==> config.mk <==
export PLATFORM = sky130hd
export DESIGN_NAME = sync_error_monitor
export DESIGN_NICKNAME = d
export VERILOG_FILES = /design/src/rtl/sync_mon_pkg.sv /design/src/rtl/sat_counter.sv /design/src/rtl/sync_error_monitor.sv
export SDC_FILE = /design/constraint.sdc
export NUM_CORES = 1
export LEC_CHECK = 0
export ABC_CLOCK_PERIOD_IN_PS = 4600
export CELL_PAD_IN_SITES_DETAIL_PLACEMENT = 1
export CELL_PAD_IN_SITES_GLOBAL_PLACEMENT = 2
export CORE_MARGIN = 2
export CORE_UTILIZATION = 34
export DETAILED_ROUTE_END_ITERATION = 16
export GPL_ROUTABILITY_DRIVEN = 0
export PLACE_DENSITY_LB_ADDON = 0.1
export SETUP_SLACK_MARGIN = 0.02
export SLEW_MARGIN = 0
export SYNTH_ARGS = -nofsm -noshare
export SYNTH_HDL_FRONTEND = slang
export SYNTH_HIERARCHICAL = 1
export SYNTH_SLANG_ARGS = --single-unit
==> constraint.sdc <==
create_clock -name clk -period 4.6 [get_ports clk]
set_input_delay 0.69 -clock clk [delete_from_list [all_inputs] [get_ports clk]]
set_output_delay 0.69 -clock clk [all_outputs]
set_load 0.005 [all_outputs]
==> src/rtl/sync_mon_pkg.sv <==
// Shared types and constants for the synchronizer error monitor.
package sync_mon_pkg;

  localparam int W_DEF   = 4;
  localparam int CW_DEF  = 16;
  localparam int BURST_W = 8;

  typedef enum logic [1:0] {
    ST_IDLE = 2'd0,
    ST_SEED = 2'd1,
    ST_RUN  = 2'd2,
    ST_HALT = 2'd3
  } state_e;

  localparam logic [2:0] SEL_SCNT_LO   = 3'd0;
  localparam logic [2:0] SEL_SCNT_HI   = 3'd1;
  localparam logic [2:0] SEL_ECNT_LO   = 3'd2;
  localparam logic [2:0] SEL_ECNT_HI   = 3'd3;
  localparam logic [2:0] SEL_PAIR      = 3'd4;
  localparam logic [2:0] SEL_MAX_BURST = 3'd5;
  localparam logic [2:0] SEL_STATUS    = 3'd6;
  localparam logic [2:0] SEL_PREV      = 3'd7;

endpackage

==> src/rtl/sat_counter.sv <==
// Saturating up-counter with synchronous clear. Exposes the value it will hold
// after the coming edge so callers can act on the post-update count.
module sat_counter #(
  parameter int WIDTH = 8
) (
  input  logic             clk,
  input  logic             rst,
  input  logic             clr,
  input  logic             inc,
  output logic [WIDTH-1:0] count_next
);

  logic [WIDTH-1:0] count_q;
  logic [WIDTH-1:0] count_d;

  always_comb begin
    count_d = count_q;
    if (clr) begin
      count_d = '0;
    end else if (inc && (count_q != '1)) begin
      count_d = count_q + WIDTH'(1);
    end
  end

  always_ff @(posedge clk) begin
    if (rst) begin
      count_q <= '0;
    end else begin
      count_q <= count_d;
    end
  end

  assign count_next = count_d;

endmodule

==> src/rtl/sync_error_monitor.sv <==
// Checks captured counter samples for a constant step and keeps error statistics
// behind a registered byte-wide readout mux.
module sync_error_monitor
  import sync_mon_pkg::*;
#(
  parameter int W  = W_DEF,
  parameter int CW = CW_DEF
) (
  input  logic         clk,
  input  logic         rst,
  input  logic         sample_valid,
  input  logic [W-1:0] sample,
  input  logic [W-1:0] cfg_delta,
  input  logic         run_en,
  input  logic         clear,
  input  logic [2:0]   sel,
  output logic [7:0]   rd_data,
  output logic         err_pulse,
  output logic [1:0]   state,
  output logic         halted
);

  state_e state_q, state_d;
  logic [W-1:0] prev_q, prev_d;
  logic [W-1:0] last_bad_q, last_bad_d;
  logic [W-1:0] last_exp_q, last_exp_d;
  logic [BURST_W-1:0] max_burst_q, max_burst_d;
  logic err_pulse_q, err_pulse_d;
  logic [7:0] rd_data_q, rd_data_d;

  logic [CW-1:0]      sample_count_d;
  logic [CW-1:0]      err_count_d;
  logic [BURST_W-1:0] cur_burst_d;
  logic [W-1:0]       expected;
  logic accept, run_take, mismatch;

  // Samples only count while enabled in SEED/RUN; clear suppresses everything.
  assign accept   = sample_valid && run_en && !clear &&
                    ((state_q == ST_SEED) || (state_q == ST_RUN));
  assign run_take = accept && (state_q == ST_RUN);
  assign expected = prev_q + cfg_delta;
  assign mismatch = run_take && (sample != expected);

  sat_counter #(.WIDTH(CW)) u_sample_cnt (
    .clk(clk), .rst(rst), .clr(clear), .inc(accept), .count_next(sample_count_d)
  );

  sat_counter #(.WIDTH(CW)) u_err_cnt (
    .clk(clk), .rst(rst), .clr(clear), .inc(mismatch), .count_next(err_count_d)
  );

  sat_counter #(.WIDTH(BURST_W)) u_burst_cnt (
    .clk(clk), .rst(rst), .clr(clear || (run_take && !mismatch)), .inc(mismatch),
    .count_next(cur_burst_d)
  );

  always_comb begin
    prev_d      = prev_q;
    last_bad_d  = last_bad_q;
    last_exp_d  = last_exp_q;
    max_burst_d = max_burst_q;
    err_pulse_d = mismatch;
    if (clear) begin
      prev_d      = '0;
      last_bad_d  = '0;
      last_exp_d  = '0;
      max_burst_d = '0;
    end else begin
      if (accept) prev_d = sample;
      if (mismatch) begin
        last_bad_d = sample;
        last_exp_d = expected;
      end
      if (run_take && (cur_burst_d > max_burst_q)) max_burst_d = cur_burst_d;
    end
  end

  always_comb begin
    state_d = state_q;
    if (clear) begin
      state_d = ST_IDLE;
    end else begin
      case (state_q)
        ST_IDLE: if (run_en) state_d = ST_SEED;
        ST_SEED: begin
          if (!run_en) state_d = ST_IDLE;
          else if (sample_valid) state_d = ST_RUN;
        end
        ST_RUN: begin
          if (!run_en) state_d = ST_IDLE;
          else if (sample_valid && (sample_count_d == '1)) state_d = ST_HALT;
        end
        default: state_d = ST_HALT;
      endcase
    end
  end

  // The readout shows statistics as they stand after the edge that samples sel.
  always_comb begin
    rd_data_d = 8'h00;
    case (sel)
      SEL_SCNT_LO:   rd_data_d = 8'(sample_count_d);
      SEL_SCNT_HI:   rd_data_d = 8'(sample_count_d >> 8);
      SEL_ECNT_LO:   rd_data_d = 8'(err_count_d);
      SEL_ECNT_HI:   rd_data_d = 8'(err_count_d >> 8);
      SEL_PAIR:      rd_data_d = 8'({last_exp_d, last_bad_d});
      SEL_MAX_BURST: rd_data_d = max_burst_d;
      SEL_STATUS:    rd_data_d = {4'b0000, state_d, (state_d == ST_HALT), run_en};
      default:       rd_data_d = 8'(prev_d);
    endcase
  end

  always_ff @(posedge clk) begin
    if (rst) begin
      state_q     <= ST_IDLE;
      prev_q      <= '0;
      last_bad_q  <= '0;
      last_exp_q  <= '0;
      max_burst_q <= '0;
      err_pulse_q <= 1'b0;
      rd_data_q   <= 8'h00;
    end else begin
      state_q     <= state_d;
      prev_q      <= prev_d;
      last_bad_q  <= last_bad_d;
      last_exp_q  <= last_exp_d;
      max_burst_q <= max_burst_d;
      err_pulse_q <= err_pulse_d;
      rd_data_q   <= rd_data_d;
    end
  end

  assign rd_data   = rd_data_q;
  assign err_pulse = err_pulse_q;
  assign state     = state_q;
  assign halted    = (state_q == ST_HALT);

endmodule

==> results of run 1 <==
routing by layer:
layer	vias to the layer above	global-route usage, %	wire length [µm]
met5	-	0	0
met4	0	6.32	188
met3	11	2.84	363
met2	39	33.9	7130
met1	2288	28.4	7620
li1	2304	-	-
worst max-delay path: cells and delay by family:
family | cells | cell delay, ns
buffers and inverters | 1 | 0.50
adder cells (fa/ha/maj) | 2 | 0.51
XOR/XNOR | 1 | 0.28
AO/OA/AOI/OAI | 7 | 1.47
AND/OR/NAND/NOR | 3 | 0.48
multiplexers | 2 | 0.70
power by group:
group	switching [mW]	total (mW)	internal (mW)
Combinational	0.0744	0.132	0.0581
Sequential	0.00275	0.620	0.617
Clock	0.303	0.730	0.427
Total	0.380	1.48	1.10
cells by family after synthesis:
group	Yosys count
xor+xnor	10
compound gates	110
mux	53
simple gates	274
buf+inv	44
flops	71
fa+ha+maj	20
cells in the final DEF (no fill, tap or decap), drive strengths merged, types with 18 or more instances in the layout:
| cell | count |
|---|---|
| nor2 | 79 |
| dfxtp | 71 |
| buf | 66 |
| nand2 | 42 |
| a21oi | 39 |
| mux2i | 37 |
| nor3 | 28 |
| inv | 25 |
| clkdlybuf4s50 | 24 |
| o21ai | 20 |
| nand3 | 19 |
| ha | 19 |
| or3 | 18 |
stage by stage:
step | utilization [%] | total power, mW
final | 44.8 | 1.48
after global placement | 41.4 | 0.757
after global routing | 44.8 | 1.54
after detailed placement | 41.4 | 0.760
after CTS | 43.9 | 1.50
after floorplan | - | 0.703
path summary, 6_finish.rpt:
| check | start | end | cells after the start |
|---|---|---|---|
| worst min register to register | prev_q[3]$_SDFF_PP0_ | prev_q[3]$_SDFF_PP0_ | 2 |
| worst max register to register | prev_q[0]$_SDFF_PP0_ | rd_data[2]$_SDFF_PP0_ | 15 |
| worst max-delay path | cfg_delta[2] | rd_data[2]$_SDFF_PP0_ | 16 |
| worst min-delay path | prev_q[3]$_SDFF_PP0_ | prev_q[3]$_SDFF_PP0_ | 2 |
flip-flops by register name (all words and copies together) (netlist names):
name / flops
u_sample_cnt/count_q: 16
last_bad_q: 4
prev_q: 4
err_pulse: 1
state: 2
u_burst_cnt/count_q: 8
last_exp_q: 4
rd_data: 8
max_burst_q: 8
u_err_cnt/count_q: 16
final cells by class:
type | instances | share of cell area (%)
multi-input combinational | 467 | 55.1
sequential | 71 | 22.7
timing repair buffer | 92 | 12.4
clock buffer | 9 | 3.60
tap | 180 | 3.60
inverter | 22 | 1.32
clock inverter | 7 | 1.28
repair_timing:
action / CTS / global route
endpoints found under the setup margin: 8 / 15
hold buffers: 0 / 0
endpoints found under the hold margin: 0 / 0
setup buffers: 3 / 3
gates resized for setup: 3 / 20
pin swaps: 5 / 10
==> run metrics, run 1 <==
cells taking the most area after synthesis sky130_fd_sc_hd__dfxtp_1, sky130_fd_sc_hd__mux2i_1, sky130_fd_sc_hd__nor2_1; Startpoint Class primary input; IR drop worst, VDD between 0.15 and 0.2 mV; most area-hungry cell type in the Yosys netlist sky130_fd_sc_hd__dfxtp_1; clock tree skew after final layout approximately 0.0075 ns; vertical extent of the die approximately 120 µm; per-cell routed wire length 18.0 µm; worst hold path type flop to flop; Longest Clk Path Bufs 2; share of the synthesized area in compound gates (AO/OA/AOI/OAI) between 10% and 20%; placement row count 43; Chip Width about 120 µm; via count of the first global-routing pass 4682; setup TNS 0 ns; most used standard cells in the synthesized netlist sky130_fd_sc_hd__nor2_1, sky130_fd_sc_hd__dfxtp_1, sky130_fd_sc_hd__nand2_1; Num CTS Buffers 9; Initial Util a little over a third; Sinks on Clock Net 71; Synth Net Count approximately 600; cell count after synthesis 582; I/O pin total 28; slew at the pin with the worst max-slew slack between 0.8 and 0.9 ns; NumNets Final approximately 700; data required time of the critical path a little under 5 ns; Crit. End Element flop; number of H-tree levels 3; placeable core area 14000 µm²; worst setup slack before clock tree synthesis -0.448 ns; Total Routed Length 15300 µm; aggregate global-route resource usage about a fifth; post-route minimum period about 4.4 ns; clock-pin slew on the worst setup and hold paths 0.06 ns; filler cell count in the final layout 1681; critical path arrival about 4.6 ns; remaining number of nets flagged by the antenna check after routing 0; number of endpoints failing setup at the final stage 0; CTS tree built; Ant. Diodes 0; synthesized-area fraction occupied by adder cells roughly 5.3%; pin count of the biggest net entering global routing 50; xor/xnor share of the synthesized area under 10%; placed wire-length estimate after detailed placement 11600 µm; I/O Buffers 27; final count of pins violating max slew 0; Fmax achieved 0.227 GHz; worst rel slew slack between 40% and 50%; final worst hold slack roughly 0.52 ns; area delta synth->final 27.9%; average footprint of a synthesized cell 8.41 µm²; Max Fanout on Critical Path 5; delay of the slowest critical-path stage around 0.50 ns; summed instance area of the synthesized netlist between 4000 and 5000 µm²; dpl cells ~830; Yosys top cell area share 29.0%; Seq/Total Area, Yosys approximately 29%; Cell variety after synth 71; first-pass GRT wire length roughly 24000 µm; critical path, cell by cell clkdlybuf4s50_1, ha_4, a21oi_4, and2_4, xor3_2, a21oi_4, nand4_1, a211oi_4, mux2_4, ha_4, nand4_1, o31a_2, o211ai_4, mux2_4, a221oi_4, a31oi_1; floorplan die area roughly 15000 µm²; maximum capacitance violations 0; combined flip-flop and latch cell area approximately 1400 µm²; Primary FF master, synth sky130_fd_sc_hd__dfxtp_1; sum of overflow across all layers after global routing 0; placed inst area about 5800 µm²; Synth Register Bits between 70 and 80; fraction of layout instances using a drive strength above 1 a little under a quarter; Finished Layout Cells about 850; most repeated cell in the gate-level netlist after synthesis sky130_fd_sc_hd__nor2_1; proportion of synthesized area in mux cells 12.4%; Vias 4642; leakage around 2.3 nW; total power divided by cell area 237 nW/µm²; RSZ-0062 raised after global routing no; critical setup path kind primary input to flop; violation count after the first detailed-routing iteration 222; fraction of registers with async set or reset after synthesis 0%; number of synthesized flops with an enable pin 0; minimum setup slack in the final design 0.195 ns; Clock Tree Root sky130_fd_sc_hd__clkbuf_16; worst skew pair latency between 0.3 and 0.4 ns; drt first pass iters 4; total number of yosys warnings 6; Crit-path slowest cell sky130_fd_sc_hd__clkdlybuf4s50_1; Via-to-Cell Ratio 5.47; hold violation count in the final report 0; Final Cell Area about 6300 µm²; area of combinational cells with multiple inputs approximately 3500 µm²; status finished, final reports clean; antenna violations before repair 0; Period Utilization, post-route between 90% and 100%; r2r setup slk just over 0.4 ns; DRC violations left 0; Simple-Gate Fraction of Synth Area 31.6%; dominant combinational cell family by area after synthesis simple AND/OR/NAND/NOR gates
No activity file was read; power rests on OpenSTA's default activity.
==> inputs of run 2 (changes only) <==
- PLACE_DENSITY: default -> 0.76
- PLACE_DENSITY_LB_ADDON: 0.1 -> default
==> run metrics, run 2 (synthesized netlist as in run 1, its figures left out) <==
floorplan die area 15400 µm² (unchanged); total power divided by cell area 247 nW/µm² (was 237 nW/µm²); fraction of layout instances using a drive strength above 1 21.7% (was 23.2%); number of endpoints failing setup at the final stage 0 (unchanged); placement row count 43 (unchanged); NumNets Final 696 (was 699); PnR Total Power 1.52 mW (was 1.48 mW); minimum setup slack in the final design 0.172 ns (was 0.195 ns); Critical Path Start cfg_delta[1] (was cfg_delta[2]); placeable core area 14000 µm² (unchanged); worst hold path type flop to flop (unchanged); status finished, final reports clean (unchanged); area delta synth->final 26.1% (was 27.9%); RSZ-0062 raised after global routing no (unchanged); critical path arrival 4.67 ns (was 4.63 ns); critical setup path kind primary input to flop (unchanged); Vias 4611 (was 4642); most common cell after layout, fill and taps aside sky130_fd_sc_hd__nor2_1 (unchanged); commonest non-fill, non-tap cells in the layout sky130_fd_sc_hd__nor2_1, sky130_fd_sc_hd__dfxtp_1, sky130_fd_sc_hd__buf_4 (unchanged); critical path, cell by cell clkdlybuf4s50_1, fa_2, xor2_4, nor3_4, buf_4, a31o_2, nor2b_1, mux2_4, ha_1, nand4_1, o31a_2, o211ai_4, mux2_4, a221oi_2, a31oi_1 (was clkdlybuf4s50_1, ha_4, a21oi_4, and2_4, xor3_2, a21oi_4, nand4_1, a211oi_4, mux2_4, ha_4, nand4_1, o31a_2, o211ai_4, mux2_4, a221oi_4, a31oi_1); Via-to-Cell Ratio 5.46 (was 5.47); post-route core utilization 44.1% (was 44.8%); antenna violations before repair 0 (unchanged); end point of the critical path rd_data[2]$_SDFF_PP0_ (unchanged); remaining number of nets flagged by the antenna check after routing 0 (unchanged); worst rel slew slack 49.2% (was 44.4%); I/O pin total 28 (unchanged); Fmax achieved 0.226 GHz (was 0.227 GHz); I/O Buffers 27 (unchanged); CTS tree built (unchanged); worst skew pair latency 0.35 ns (about the same); vertical extent of the die 124 µm (unchanged); Clock Tree Root sky130_fd_sc_hd__clkbuf_16 (unchanged); crit-path most repeated cell sky130_fd_sc_hd__mux2_4; Longest Clk Path Bufs 2 (unchanged); CTS Hold Bufs 0 (unchanged); violation count after the first detailed-routing iteration 203 (was 222); number of H-tree levels 3 (unchanged); filler cell count in the final layout 1659 (was 1681); Max Fanout on Critical Path 16 (was 5); leakage 2.27 nW (was 2.30 nW); placed wire-length estimate after detailed placement 11600 µm (about the same); sum of overflow across all layers after global routing 0 (unchanged); IR drop worst, VDD 0.155 mV (about the same); Crit-path slowest cell sky130_fd_sc_hd__clkdlybuf4s50_1 (unchanged); Startpoint Class primary input (unchanged); cells on worst reg2reg path 15 (unchanged); worst setup slack before clock tree synthesis -0.423 ns (was -0.448 ns); hold violation count in the final report 0 (unchanged); Stages on worst setup path 15 (was 16); clock-pin slew on the worst setup and hold paths 0.07 ns (was 0.06 ns); Num CTS Buffers 9 (unchanged); drt first pass iters 4 (unchanged); r2r setup slk 0.45 ns (was 0.41 ns); via count of the first global-routing pass 4682 (unchanged); Total Routed Length 15100 µm (was 15300 µm); final count of pins violating max slew 0 (unchanged); largest registers in the final layout u_err_cnt/count_q: 16 flops, u_sample_cnt/count_q: 16 flops (unchanged); R2R Path Start prev_q[0]$_SDFF_PP0_ (unchanged); pin count of the biggest net entering global routing 51 (was 50); kind of cell adding the most delay to the critical path compound AO/OA/AOI/OAI gates (unchanged); slew at the pin with the worst max-slew slack 0.756 ns (was 0.827 ns); delay of the slowest critical-path stage 0.51 ns (was 0.50 ns); per-cell routed wire length 17.8 µm (was 18.0 µm); Reg-to-Reg End rd_data[2]$_SDFF_PP0_ (unchanged); first-pass GRT wire length 24100 µm (was 24400 µm); number of buffer and inverter instances along the worst setup path 2 (was 1); Chip Width 124 µm (unchanged); DRC violations left 0 (unchanged); data required time of the critical path 4.84 ns (was 4.82 ns); post-route minimum period 4.43 ns (was 4.41 ns); maximum capacitance violations 0 (unchanged); Ant. Diodes 0 (unchanged); Initial Util 35.0% (unchanged); aggregate global-route resource usage 20.7% (about the same); clock tree skew after final layout 0.0106 ns (was 0.00745 ns); Period Utilization, post-route 96.3% (was 95.8%); Crit. End Element flop (unchanged); Sinks on Clock Net 71 (unchanged)
[run 2: cell count changes in the layout (fill, tap and decap cells not counted), sizes merged]
cell           before  now
clkinv              2    1
clkdlybuf4s50      24   25
dlymetal6s2s        2    0
dlygate4sd2         0    1
inv                25   23
bufinv              1    2
buf                66   63
clkbuf              9   10
clkinvlp            1    2
[run 2: worst min-delay path by stage]
stage                        startpoint  slack, ns                  endpoint  cells after the start
2_1_floorplan      prev_q[2]$_SDFF_PP0_       0.45      prev_q[2]$_SDFF_PP0_                      2
3_3_place_gp   last_bad_q[3]$_SDFF_PP0_       0.47  last_bad_q[3]$_SDFF_PP0_                      2
3_5_place_dp   last_exp_q[1]$_SDFF_PP0_       0.49  last_exp_q[1]$_SDFF_PP0_                      2
4_1_cts        last_exp_q[1]$_SDFF_PP0_       0.51  last_exp_q[1]$_SDFF_PP0_                      2
5_1_grt        last_bad_q[1]$_SDFF_PP0_       0.53  last_bad_q[1]$_SDFF_PP0_                      2
6_report       last_exp_q[1]$_SDFF_PP0_       0.50  last_exp_q[1]$_SDFF_PP0_                      2
[run 2: repair_timing]
| action | CTS | global route |
|---|---|---|
| resized for setup | 6 | 3 |
| pin swaps | 6 | 4 |
| endpoints found under the setup margin | 11 | 10 |
| setup buffers | 3 | 2 |
[run 2: worst register-to-register path, cell delays in order, from the launching register on]
cell                       delay [ns]
sky130_fd_sc_hd__dfxtp_1         0.33
sky130_fd_sc_hd__ha_4            0.17
sky130_fd_sc_hd__fa_2            0.63
sky130_fd_sc_hd__xor2_4          0.21
sky130_fd_sc_hd__nor3_4          0.08
sky130_fd_sc_hd__a21oi_4         0.26
sky130_fd_sc_hd__nand4_1         0.22
sky130_fd_sc_hd__a211oi_4        0.24
sky130_fd_sc_hd__mux2_4          0.35
sky130_fd_sc_hd__ha_4            0.28
sky130_fd_sc_hd__nand4_1         0.11
sky130_fd_sc_hd__o31a_2          0.32
sky130_fd_sc_hd__o211ai_4        0.09
sky130_fd_sc_hd__mux2_4          0.34
sky130_fd_sc_hd__a221oi_2        0.31
sky130_fd_sc_hd__a31oi_1         0.11
[run 2: power breakdown]
| part | switching, mW | internal, mW | total [mW] |
|---|---|---|---|
| registers | 0.00273 | 0.617 | 0.620 |
| logic | 0.0724 | 0.0556 | 0.128 |
| clock network | 0.298 | 0.478 | 0.775 |
| total | 0.373 | 1.15 | 1.52 |
[run 2: area by class of cell]
class,count,area [µm²],share of cell area [%]
Multi-Input combinational cell,467,3390,54.9
Sequential cell,71,1420,23.0
Timing Repair Buffer,89,729,11.8
Clock buffer,10,229,3.71
Tap cell,180,225,3.65
Clock inverter,6,92.6,1.50
Inverter,22,82.6,1.34
[run 2: per-layer routing]
layer	vias up	part of all wire, %	GRT usage, %
li1	2297	-	-
met1	2259	49	26.9
met2	42	47	34.3
met3	13	2.4	3.66
met4	0	1.6	7.87
met5	-	0	0
[run 2: metrics by stage]
| stage | hold WS (ns) | TNS, ns | instances | instance area (µm²) |
|---|---|---|---|---|
| 3_5_place_dp | 0.490 | -4.90 | 824 | 5770 |
| 6_report | 0.504 | 0 | 845 | 6170 |
| 3_3_place_gp | 0.473 | -2.36 | 824 | 5770 |
| 2_1_floorplan | 0.453 | -0.0246 | 582 | 4940 |
| 4_1_cts | 0.507 | 0 | 843 | 6130 |
| 5_1_grt | 0.533 | 0 | 845 | 6170 |
